### src/rtl/alu_mc.sv
// Multi-cycle ALU: single-cycle Hack function mode plus iterative SLL/SRA and shift-add MUL.
// Optional macro ALU_MUL_EN builds the multiplier; without it mode 11 reports illegal.
module alu_mc #(
  parameter int WIDTH = 16,
  parameter int SHW   = $clog2(WIDTH)
) (
  input  logic             clk,
  input  logic             rst,
  input  logic             in_valid,
  output logic             in_ready,
  input  logic [1:0]       mode,
  input  logic [5:0]       fn,
  input  logic [WIDTH-1:0] x,
  input  logic [WIDTH-1:0] y,
  output logic             out_valid,
  input  logic             out_ready,
  output logic [WIDTH-1:0] out,
  output logic             zero,
  output logic             neg,
  output logic             carry,
  output logic             illegal
);

  typedef enum logic [1:0] {
    IDLE = 2'd0,
    RUN  = 2'd1,
    DONE = 2'd2
  } state_t;

  localparam logic [1:0] M_HACK = 2'b00;
  localparam logic [1:0] M_SLL  = 2'b01;
  localparam logic [1:0] M_SRA  = 2'b10;
  localparam logic [1:0] M_MUL  = 2'b11;

  state_t           state_q;
  logic [1:0]       mode_q;
  logic [SHW-1:0]   cnt_q;
  logic [WIDTH-1:0] out_q;
  logic             carry_q;
  logic             illegal_q;

  logic [SHW-1:0]   s_amt;
  logic [WIDTH:0]   hack_d;
  logic [WIDTH:0]   sh_acc_d;
  logic [WIDTH:0]   sh_run_d;

  // Returns {carry, result} of the Hack function on a and b.
  function automatic logic [WIDTH:0] hack_op(input logic [5:0] f,
                                             input logic [WIDTH-1:0] a,
                                             input logic [WIDTH-1:0] b);
    logic [WIDTH-1:0] a1, b1, r;
    logic [WIDTH:0]   s;
    a1 = f[5] ? '0 : a;
    a1 = f[4] ? ~a1 : a1;
    b1 = f[3] ? '0 : b;
    b1 = f[2] ? ~b1 : b1;
    s  = {1'b0, a1} + {1'b0, b1};
    r  = f[1] ? s[WIDTH-1:0] : (a1 & b1);
    r  = f[0] ? ~r : r;
    return {f[1] & s[WIDTH], r};
  endfunction

  // One-bit shift; returns {bit shifted out, shifted value}.
  function automatic logic [WIDTH:0] shift_step(input logic sra,
                                                input logic [WIDTH-1:0] v);
    if (sra) return {v[0], v[WIDTH-1], v[WIDTH-1:1]};
    else     return {v[WIDTH-1], v[WIDTH-2:0], 1'b0};
  endfunction

`ifdef ALU_MUL_EN
  logic [WIDTH-1:0]   hi_q;
  logic [WIDTH-1:0]   mcand_q;
  logic [2*WIDTH-1:0] mul_acc_d;
  logic [2*WIDTH-1:0] mul_run_d;

  // One shift-add step on the {hi, lo} product register; lo starts as the multiplier.
  function automatic logic [2*WIDTH-1:0] mul_step(input logic [WIDTH-1:0] hi,
                                                  input logic [WIDTH-1:0] lo,
                                                  input logic [WIDTH-1:0] mc);
    logic [WIDTH:0] sum;
    sum = {1'b0, hi} + (lo[0] ? {1'b0, mc} : '0);
    return {sum, lo[WIDTH-1:1]};
  endfunction
`endif

  always_comb begin
    s_amt    = y[SHW-1:0];
    hack_d   = hack_op(fn, x, y);
    sh_acc_d = shift_step(mode[1], x);
    sh_run_d = shift_step(mode_q[1], out_q);
`ifdef ALU_MUL_EN
    mul_acc_d = mul_step('0, y, x);
    mul_run_d = mul_step(hi_q, out_q, mcand_q);
`endif
  end

  // The accept edge performs the first iteration so results land at cycle max(n,1).
  always_ff @(posedge clk) begin
    if (rst) begin
      state_q   <= IDLE;
      mode_q    <= M_HACK;
      cnt_q     <= '0;
      out_q     <= '0;
      carry_q   <= 1'b0;
      illegal_q <= 1'b0;
`ifdef ALU_MUL_EN
      hi_q      <= '0;
      mcand_q   <= '0;
`endif
    end else begin
      case (state_q)
        IDLE: begin
          if (in_valid) begin
            mode_q    <= mode;
            illegal_q <= 1'b0;
            case (mode)
              M_HACK: begin
                out_q   <= hack_d[WIDTH-1:0];
                carry_q <= hack_d[WIDTH];
                state_q <= DONE;
              end
              M_SLL, M_SRA: begin
                if (s_amt == '0) begin
                  out_q   <= x;
                  carry_q <= 1'b0;
                  state_q <= DONE;
                end else begin
                  out_q   <= sh_acc_d[WIDTH-1:0];
                  carry_q <= sh_acc_d[WIDTH];
                  cnt_q   <= s_amt - 1'b1;
                  state_q <= (s_amt == SHW'(1)) ? DONE : RUN;
                end
              end
              default: begin
`ifdef ALU_MUL_EN
                {hi_q, out_q} <= mul_acc_d;
                mcand_q       <= x;
                carry_q       <= 1'b0;
                cnt_q         <= SHW'(WIDTH - 1);
                state_q       <= RUN;
`else
                out_q     <= '0;
                carry_q   <= 1'b0;
                illegal_q <= 1'b1;
                state_q   <= DONE;
`endif
              end
            endcase
          end
        end
        RUN: begin
          cnt_q <= cnt_q - 1'b1;
          if (cnt_q == SHW'(1)) state_q <= DONE;
          if (mode_q == M_MUL) begin
`ifdef ALU_MUL_EN
            {hi_q, out_q} <= mul_run_d;
            if (cnt_q == SHW'(1)) carry_q <= |mul_run_d[2*WIDTH-1:WIDTH];
`endif
          end else begin
            out_q   <= sh_run_d[WIDTH-1:0];
            carry_q <= sh_run_d[WIDTH];
          end
        end
        DONE: begin
          if (out_ready) state_q <= IDLE;
        end
        default: state_q <= IDLE;
      endcase
    end
  end

  assign in_ready  = (state_q == IDLE);
  assign out_valid = (state_q == DONE);
  assign out       = out_q;
  assign zero      = (out_q == '0);
  assign neg       = out_q[WIDTH-1];
  assign carry     = carry_q;
  assign illegal   = illegal_q;

endmodule

### config.mk
export PLATFORM = sky130hd
export DESIGN_NAME = alu_mc
export DESIGN_NICKNAME = d
export VERILOG_FILES = /design/src/rtl/alu_mc.sv
export SDC_FILE = /design/constraint.sdc
export NUM_CORES = 1
export LEC_CHECK = 0
export BUFFER_PORTS_ARGS = -buffer_cell sky130_fd_sc_hd__buf_2
export CELL_PAD_IN_SITES_DETAIL_PLACEMENT = 0
export CELL_PAD_IN_SITES_GLOBAL_PLACEMENT = 1
export CORE_UTILIZATION = 38
export DETAILED_ROUTE_END_ITERATION = 8
export PLACE_DENSITY = 0.86
export SLEW_MARGIN = 20
export SYNTH_ARGS = -nofsm -noshare
export SYNTH_HDL_FRONTEND = slang
export SYNTH_SLANG_ARGS = --single-unit
### constraint.sdc
create_clock -name clk -period 4.3 [get_ports clk]
set_input_delay 1.29 -clock clk [delete_from_list [all_inputs] [get_ports clk]]
set_output_delay 1.29 -clock clk [all_outputs]
set_load 0.03 [all_outputs]
==> summary.txt <==
Cells and area
  • Number of antenna diodes: 0
  • Area occupied by multi-input gates: roughly 2900 sq um
  • Nets: 596
  • Most frequent cells in the layout: 65 x buf_2, 42 x nor2_1, 41 x xnor2_1
  • Share of cells above drive strength 1: 0.1534
  • Register Area: between 500 and 600 sq um
  • Fill cells: between 900 and 1,000
  • Synth-to-Final Area Change: 12.84%
  • Commonest non-fill, non-tap cell in the layout: buf_2

Floorplan
  • Die height: 99.55 um
  • Die Area: between 9000 and 10,000 sq um
  • Placeable Area: a little over 9000 sq um
  • Die width: approximately 100 um
  • IO Pins: 66
  • # rows: 35
  • Initial Util: 0.3913

CTS
  • CTS H-Tree Depth: 1
  • CTS tree: built
  • Hold Buf Count CTS: 0
  • Clock Pin Slew Worst Setup and Hold Paths: ~100 ps
  • Post_cts resized: 0
  • CTS Buf Count: 3
  • Root Driver: clkbuf_8
  • Worst skew pair latency: between 200 and 300 ps
  • Max Root-Sink Buffers: 2
  • Post-CTS setup buffer count: 0
  • Clk sinks: 26

Timing
  • Crit path time final: around 3800 ps
  • Final Hold Fails: 0
  • Layout Skew: roughly 6.3 ps
  • Final period utilization: 0.8948
  • Slew margin rel.: 0.2863
  • Setup_tns: 0 ps
  • RSZ-0062 raised after global routing: false
  • Fmax: 259.9 MHz
  • Slew of the pin with the lowest slew margin: around 1100 ps
  • Final count of pins violating max slew: 0
  • Final setup vio count: 0

Power and ir drop
  • Cell Pwr Density: around 300 nW/um^2
  • Worst vdd ir: roughly 0.17 mV
  • Total power: 1.220 mW
  • Leak: 1.667 nW

Drt
  • DR vias/cell: between 5 and 6
  • Drt wl/cell: approximately 17 um
  • Detail Route Antenna Nets: 0
  • Total Wirelength: around 11,000 um
  • Routed via count: roughly 3,800
  • First drt pass iteration count: 6
  • DRC violations left: 0
  • Initial DRC count: between 200 and 300

Global route
  • GR Overflow Total: 0
  • Initial antenna violation count: 0
  • Vias in the first global route: 3,468
  • GRT Overall Usage: 0.2313
  • Global-route wire length before repair: 18,380 um
  • Pin count of the biggest net entering global routing: 33

Yosys
  • Syn avg cell area: about 7.4 sq um
  • Cell area after synthesis: 3616 sq um
  • Main synth FF type: dfxtp_1
  • Count of cell types in the netlist: 64
  • Post-Syn Nets: ~550
  • Yosys warnings: 0
  • Post-synth EDFFs: 0
  • Seq/Total Area, Yosys: 0.1439
  • Register bit total from synthesis: 26
  • Cells after Synth: about 490
  • Ys async rst share: 0

Setup path
  • Crit path DAT: between 4000 and 5000 ps
  • Worst r2r src: state_q[0]$_SDFFE_PP0P_
  • Setup CP Type: in2reg
  • Worst EP required: around 4500 ps
  • Crit. End Element: flip-flop
  • Crit-path max FO: 16
  • CP startpoint: fn[2]
  • Kind of start point of the critical path: primary input
  • R2r setup slk: between 1500 and 2000 ps

Outcome
  • Outcome: complete, no violations

Placement
  • Port buffer count: 65
  • Gpl congestion: ~0.91
  • Post-detail-place hpwl: 8878 um

Job
  • MaxCap Viol Count: 0

Min path
  • Hold wc startpoint: illegal$_SDFFE_PP0P_
  • HP Class: reg2reg
where the power goes:
group / internal, mW / leakage, nW / switching (mW)
Sequential: 0.275 / 0.215 / 0.0547
Clock: 0.0821 / 0.0288 / 0.0853
Combinational: 0.287 / 1.42 / 0.436
state kept, by name, indices dropped and copies added, names as in the netlist:
name	count
mode_q	2
illegal	1
cnt_q	4
carry	1
out	16
state_q	2
path summary, 6_finish.rpt:
check,to,depth (start not counted)
max,out[10]$_SDFFE_PP0P_,11
min,illegal$_SDFFE_PP0P_,2
min reg2reg,illegal$_SDFFE_PP0P_,2
max reg2reg,out[13]$_SDFFE_PP0P_,7
synth_stat cells, types with 2 or more instances:
| library cell | number | area, sq um |
|---|---|---|
| clkbuf_1 | 21 | 78.83 |
| and2_1 | 2 | 12.51 |
| o22ai_1 | 2 | 12.51 |
| nand4_1 | 6 | 37.54 |
| o31ai_1 | 4 | 30.03 |
| a221oi_1 | 4 | 35.03 |
| nand3_1 | 13 | 65.06 |
| nor2_1 | 42 | 157.7 |
| and3_1 | 2 | 12.51 |
| nand2b_1 | 38 | 237.7 |
| ha_1 | 22 | 275.3 |
| a31oi_1 | 5 | 31.28 |
| or3_1 | 3 | 18.77 |
| a21oi_1 | 39 | 195.2 |
| o221ai_1 | 11 | 96.34 |
| buf_1 | 4 | 15.01 |
| nor4_1 | 5 | 31.28 |
| mux2i_1 | 35 | 350.3 |
| o211ai_1 | 2 | 15.01 |
| xnor2_1 | 41 | 359.1 |
| nor3_1 | 13 | 65.06 |
| o21ai_0 | 23 | 115.1 |
| dfxtp_1 | 26 | 520.5 |
| o21bai_1 | 6 | 45.04 |
| o21ai_1 | 3 | 15.01 |
| a22oi_1 | 3 | 22.52 |
| buf_2 | 5 | 25.02 |
| nor3b_1 | 6 | 45.04 |
| inv_1 | 9 | 33.78 |
| nor2b_1 | 9 | 56.30 |
| a311oi_1 | 5 | 43.79 |
| xor2_1 | 7 | 61.31 |
| a21o_1 | 10 | 75.07 |
| nand2_1 | 25 | 93.84 |
| a211oi_1 | 6 | 45.04 |
metrics by stage:
step | area, sq um | setup WS [ps] | utilization | hold WS [ps] | instances
2_1_floorplan | 3618 | 135.3 | - | 436.9 | 486
3_3_place_gp | 4025 | 272.2 | 0.4356 | 440.5 | 653
3_5_place_dp | 4025 | 209.1 | 0.4356 | 466.0 | 653
4_1_cts | 4080 | 498.1 | 0.4416 | 479.9 | 657
5_1_grt | 4080 | 247.6 | 0.4416 | 493.1 | 657
6_report | 4080 | 452.5 | 0.4416 | 475.6 | 657
layer usage:
layer,wire length [um],GRT usage,vias to the layer above
met5,0,0,-
met4,104,0.04412,0
met3,838,0.01687,9
met2,5031,0.3761,181
met1,5367,0.3353,1735
li1,-,-,1865
worst max-delay path, cell delays in order:
cell      delay (ps)
buf_2            350
xnor2_1          160
ha_1             260
fa_1             420
a21o_1           200
nand4_1          200
a21oi_1          150
o21ai_1          150
nor3b_1          340
o21ai_0          220
a311oi_1         300
kinds of logic after synthesis:
family,synth area share
AO/OA/AOI/OAI,0.2612
XOR/XNOR,0.1163
adder cells (fa/ha/maj),0.08166
buffers and inverters,0.04844
flip-flops,0.1439
multiplexers,0.1031
AND/OR/NAND/NOR,0.2453
cell type report:
class                           instances  area share
Sequential cell                        26      0.1276
Tap cell                              129     0.03956
Inverter                               10    0.009200
Timing Repair Buffer                   70     0.08893
Clock buffer                            4     0.01349
Multi-Input combinational cell        418      0.7213
Note: power is estimated with default switching activity, not from simulation.
